==> config.mk <==
export PLATFORM = sky130hd
export DESIGN_NAME = melody_player
export DESIGN_NICKNAME = d
export VERILOG_FILES = /design/src/rtl/melody_pkg.sv /design/src/rtl/melody_rom.sv /design/src/rtl/melody_player.sv
export SDC_FILE = /design/constraint.sdc
export NUM_CORES = 1
export LEC_CHECK = 0
export CORE_ASPECT_RATIO = 2
export CORE_MARGIN = 4
export CORE_UTILIZATION = 50
export DETAILED_ROUTE_END_ITERATION = 8
export PLACE_DENSITY = 0.81
export SETUP_SLACK_MARGIN = 0.4
export SYNTH_ARGS = -nofsm -noshare
export SYNTH_HDL_FRONTEND = slang
export SYNTH_SLANG_ARGS = --single-unit
==> constraint.sdc <==
create_clock -name clk -period 4.55 [get_ports clk]
set_clock_uncertainty 0.05 [all_clocks]
set_input_delay 0.455 -clock clk [delete_from_list [all_inputs] [get_ports clk]]
set_output_delay 0.455 -clock clk [all_outputs]
set_load 0.005 [all_outputs]
==> src/rtl/melody_pkg.sv <==
// Shared types and default tune tables for the melody sequencer.
// Tables are stored at the default note width and resized in the ROM.
package melody_pkg;

   typedef enum logic [2:0] {
      S_IDLE,
      S_LOAD,
      S_PLAY,
      S_GAP,
      S_DONE
   } state_t;

   localparam logic [6:0] NOTE_REST = 7'd0;
   localparam logic [6:0] NOTE_END  = '1;

   localparam int WIN_LEN  = 8;
   localparam int LOSE_LEN = 4;

   localparam logic [6:0] WIN_NOTES [8] = '{
      7'd8, 7'd10, 7'd8, 7'd12, 7'd8, 7'd9, 7'd10, 7'd12
   };
   localparam logic [3:0] WIN_DURS [8] = '{
      4'd2, 4'd2, 4'd4, 4'd4, 4'd2, 4'd2, 4'd4, 4'd8
   };

   localparam logic [6:0] LOSE_NOTES [4] = '{
      7'd12, 7'd10, 7'd9, 7'd8
   };
   localparam logic [3:0] LOSE_DURS [4] = '{
      4'd4, 4'd4, 4'd4, 4'd8
   };

endpackage

==> src/rtl/melody_rom.sv <==
// Combinational tune ROM: (tune, idx) -> note code and duration.
// Any slot past the end of a tune, and every unused tune, reads as END.
import melody_pkg::*;

module melody_rom #(
   parameter int NOTE_W = 7,
   parameter int DUR_W  = 4,
   parameter int TSEL_W = 2,
   parameter int IDX_W  = 4
) (
   input  logic [TSEL_W-1:0] tune,
   input  logic [IDX_W-1:0]  idx,
   output logic [NOTE_W-1:0] note,
   output logic [DUR_W-1:0]  dur
);

   logic [2:0] i3;

   assign i3 = 3'(idx);

   // table lookup, END with zero duration by default
   always_comb begin
      note = '1;
      dur  = '0;
      if (tune == TSEL_W'(0) && int'(idx) < WIN_LEN) begin
         note = NOTE_W'(WIN_NOTES[i3]);
         dur  = DUR_W'(WIN_DURS[i3]);
      end else if (tune == TSEL_W'(1) && int'(idx) < LOSE_LEN) begin
         note = NOTE_W'(LOSE_NOTES[i3[1:0]]);
         dur  = DUR_W'(LOSE_DURS[i3[1:0]]);
      end
   end

endmodule

==> src/rtl/melody_player.sv <==
// Tune sequencer: walks a ROM tune note by note, handing each note
// to the external tone counter and waiting for its note_done pulse.
import melody_pkg::*;

module melody_player #(
   parameter int NOTE_W     = 7,
   parameter int DUR_W      = 4,
   parameter int MAX_NOTES  = 16,
   parameter int NUM_TUNES  = 4,
   parameter int GAP_CYCLES = 1,
   localparam int TSEL_W =
      (NUM_TUNES > 1) ? $clog2(NUM_TUNES) : 1,
   localparam int IDX_W =
      (MAX_NOTES > 1) ? $clog2(MAX_NOTES) : 1
) (
   input  logic              clk,
   input  logic              reset,
   input  logic              start,
   input  logic [TSEL_W-1:0] tune_sel,
   input  logic              loop,
   input  logic              abort,
   input  logic              note_done,
   output logic              tone_en,
   output logic [NOTE_W-1:0] tone_code,
   output logic [DUR_W-1:0]  tone_dur,
   output logic [IDX_W-1:0]  note_idx,
   output logic              busy,
   output logic              done
);

   localparam int GAP_W =
      (GAP_CYCLES > 1) ? $clog2(GAP_CYCLES) : 1;
   localparam logic [GAP_W-1:0] GAP_LAST =
      GAP_W'((GAP_CYCLES > 0) ? GAP_CYCLES - 1 : 0);
   localparam logic [IDX_W:0] LAST_IDX =
      (IDX_W + 1)'(MAX_NOTES - 1);
   localparam logic [NOTE_W-1:0] END_CODE = '1;

   state_t              state_q, state_d;
   logic [IDX_W:0]      idx_q, idx_d;
   logic [TSEL_W-1:0]   tune_q, tune_d;
   logic [GAP_W-1:0]    gap_q, gap_d;
   logic [NOTE_W-1:0]   note_q, note_d;
   logic [DUR_W-1:0]    dur_q, dur_d;
   logic [NOTE_W-1:0]   rom_note;
   logic [DUR_W-1:0]    rom_dur;
   logic                past_end;

   melody_rom #(
      .NOTE_W (NOTE_W),
      .DUR_W  (DUR_W),
      .TSEL_W (TSEL_W),
      .IDX_W  (IDX_W)
   ) u_rom (
      .tune (tune_q),
      .idx  (idx_q[IDX_W-1:0]),
      .note (rom_note),
      .dur  (rom_dur)
   );

   // idx carries one extra bit so running off the ROM is visible
   assign past_end = idx_q > LAST_IDX;

   // next-state, counters and note register
   always_comb begin
      state_d = state_q;
      idx_d   = idx_q;
      tune_d  = tune_q;
      gap_d   = gap_q;
      note_d  = note_q;
      dur_d   = dur_q;
      unique case (state_q)
         S_IDLE: begin
            if (start) begin
               tune_d  = tune_sel;
               idx_d   = '0;
               state_d = S_LOAD;
            end
         end
         S_LOAD: begin
            if (abort) begin
               state_d = S_DONE;
            end else if (rom_note == END_CODE || past_end) begin
               // an empty tune must not spin forever in loop mode
               if (loop && idx_q != '0) begin
                  idx_d = '0;
               end else begin
                  state_d = S_DONE;
               end
            end else begin
               note_d  = rom_note;
               dur_d   = rom_dur;
               state_d = S_PLAY;
            end
         end
         S_PLAY: begin
            if (abort) begin
               state_d = S_DONE;
            end else if (note_done) begin
               idx_d   = idx_q + (IDX_W + 1)'(1);
               gap_d   = '0;
               state_d = (GAP_CYCLES > 0) ? S_GAP : S_LOAD;
            end
         end
         S_GAP: begin
            if (abort) begin
               state_d = S_DONE;
            end else if (gap_q == GAP_LAST) begin
               state_d = S_LOAD;
            end else begin
               gap_d = gap_q + GAP_W'(1);
            end
         end
         S_DONE: begin
            if (!start) begin
               state_d = S_IDLE;
            end
         end
         default: state_d = S_IDLE;
      endcase
   end

   // state and datapath registers
   always_ff @(posedge clk or posedge reset) begin
      if (reset) begin
         state_q <= S_IDLE;
         idx_q   <= '0;
         tune_q  <= '0;
         gap_q   <= '0;
         note_q  <= '0;
         dur_q   <= '0;
      end else begin
         state_q <= state_d;
         idx_q   <= idx_d;
         tune_q  <= tune_d;
         gap_q   <= gap_d;
         note_q  <= note_d;
         dur_q   <= dur_d;
      end
   end

   assign tone_en   = state_q == S_PLAY;
   assign tone_code = tone_en ? note_q : '0;
   assign tone_dur  = tone_en ? dur_q : '0;
   assign note_idx  = idx_q[IDX_W-1:0];
   assign busy      = state_q == S_LOAD ||
                      state_q == S_PLAY ||
                      state_q == S_GAP;
   assign done      = state_q == S_DONE;

endmodule

==> results.toml <==
[synthesis]
synth_mux_area_frac = 0.1222
synth_top_family_by_area = "simple AND/OR/NAND/NOR gates"
synthAdderAreaFrac = 0.07700
synth-compound-area-share = 0.1155
synthTopCellsByArea = "dfrtp_1 (35%), mux2_4 (8.1%), ha_1 (7.7%), buf_4 (4.6%), and2_1 (3.8%)"
syn_nets = 139
synth_top_area_frac = 0.3465
synth-main-ff-cell = "dfrtp_1"
synth_cells = 123
synth_edf_count = 0
syn_area_sq_um = 1300
synth_top_cell_by_area = "dfrtp_1"
yosysWarnings = 0
async_flop_share = 1.000
synth.distinct_cells = 46
yosys.area_share.simple = 0.2310
yosys_register_bits = 18
syn_area_per_cell_sq_um = 10.57
synth_xor_area_frac = 0
yosysSeqAreaShare = 0.3465

[setup_path]
cp.required_ns = 4.05
worstSetupEndpointType = "output pin"
start_kind = "register"
critical_path.max_fanout = 10
r2r-start = "idx_q[1]"
crit_start = "state_q[0]"
worstSetupPathType = "reg -> out"
cp.arrival_ns = 1.95

[die]
core_area_sq_um = 2440
die_w_um = 44.06
start_util = 0.5328
pin_count = 26
die_h_um = 80.11
rows = 25
die_area_sq_um = 3529

[pwr]
power_density_nw_per_um2 = 433.7
p_leak_nw = 0.6644
ir_drop_mv = 0.2288

[global_route]
overflow = 0
antenna_found_initial = 0
grt_pass1_wl_mm = 4.395
grt_pass1_vias = 992
grt.total_usage = 0.1599
grt_start_max_net_pins = 19

[layout]
num_antenna_cells = 0
drive_gt1_frac = 0.1898
layout.nets = 154
register_area_sq_um = 450.4
fill_cells = 208
final_cell_mix = "clkdlybuf4s50_1 (24), dfrtp_1 (18), nor2_1 (10)"
mostFrequentLayoutCell = "clkdlybuf4s50_1"
multi_input_comb_area_sq_um = 713.2
fin_util = 0.6241
area_delta_synth_final_pct = 17.13

[clocking]
cts_hold_buf = 0
cts_max_level = 1
cts_tree = "yes"
clk_latency_ns = 0.25
clock-sinks = 18
ctsResizeCount = 0
cts_setup_buffers = 0
root_buffer = "clkbuf_8"
numCtsBuffers = 3
clk_pin_slew_ns = 0.07
clockBufferDepth = 2

[routing]
wl_met3_um = 76
first_iter_violations = 22
routedWlPerCell_um = 14.82
wl_met2_mm = 1.446
first_pass_iters = 4
wirelength_mm = 2.430
drt-met1-wl_um = 883
highest_layer = "met4"
vias = 922
drc = 0
via_per_inst = 5.622
antenna_left = 0

[sta]
rsz0062_at_grt = "false"
finalCritPeriodShare = 0.5392
hold_viol = 0
slew_headroom = 0.5414
layout_setup_ws_ns = 2.096
final-setup-viol-count = 0
worstMarginPinSlew_ns = 0.6871
setup_tns_ns = 0
slew_viol_final = 0
fmax_mhz = 407.6
post-route-min-period_ns = 2.454

[worst_hold_path]
hold_path.class = "reg -> reg"
hp-start = "note_q[3]"

[placed_design]
portBuffers = 24
dp_slack_ns = 2.195
detailed_place_hpwl_mm = 1.932
gp_congestion = 0.8506

[job]
maxCapViolations = 0

[run_status]
status = "completed"
[cell type report]
type	count	area share
multi-input cells	83	0.4684
flip-flops and latches	18	0.2958
repair buffers	24	0.1578
clock buffers	4	0.03615
well taps	27	0.02219
inverters	8	0.01972
[path summary, 6_finish.rpt]
path,end,slack [ns],cells after the start
max in group asynchronous,dur_q[3],3.45,2
min reg2reg,note_q[3],0.41,1
max reg2reg,dur_q[2],2.18,7
min in group asynchronous,idx_q[4],0.57,2
min,note_q[3],0.41,1
max,tone_code[5],2.10,3
[cell families (layout without fill, tap and decap cells)]
kind of cell | after synthesis | in the layout
AO/OA/AOI/OAI | 20 | 20
adder cells (fa/ha/maj) | 8 | 8
AND/OR/NAND/NOR | 42 | 42
flip-flops | 18 | 18
multiplexers | 12 | 12
other | 1 | 1
buffers and inverters | 22 | 36
[cell usage after synthesis (2+ instances only)]
library cell / instances
nand2b_1: 2
o21ai_0: 7
buf_4: 8
a311oi_1: 2
dfrtp_1: 18
mux2_4: 7
a21oi_1: 2
mux2i_1: 2
buf_6: 3
ha_1: 8
inv_1: 6
a22o_1: 3
mux2_2: 3
nor2_1: 10
and2_1: 8
nor3_1: 2
inv_2: 2
nand2_1: 2
[per-stage QoR]
stage	cell area, sq um	std cells	total power [mW]	hold WS [ns]
after floorplan	1300	123	0.4772	0.3436
after global placement	1468	160	0.5313	0.3962
after detailed placement	1468	160	0.5376	0.3956
after CTS	1523	164	0.6680	0.4116
after global routing	1523	164	0.7117	0.4568
final	1523	164	0.6604	0.4061
[state kept, by name, indices dropped and copies added (netlist names)]
signal,cells
tune_q,2
state_q,3
dur_q,3
idx_q,5
note_q,5
[metal layers]
layer / vias up / track usage
met4: 0 / 0.04532
met2: 19 / 0.3085
met5: - / 0
li1: 443 / -
met1: 458 / 0.1733
met3: 2 / 0.01570
[worst max-delay path, cell delays in order, from the launching register on]
cell	delay, ns
dfrtp_1	0.52
nor3b_4	0.44
and2_1	0.23
clkdlybuf4s50_1	0.51
[power by group]
group	internal (mW)	total (mW)	switching (mW)
registers	0.204	0.278	0.0736
clock network	0.0767	0.127	0.0501
logic	0.153	0.256	0.102
Note: power is estimated with default switching activity, not from simulation.
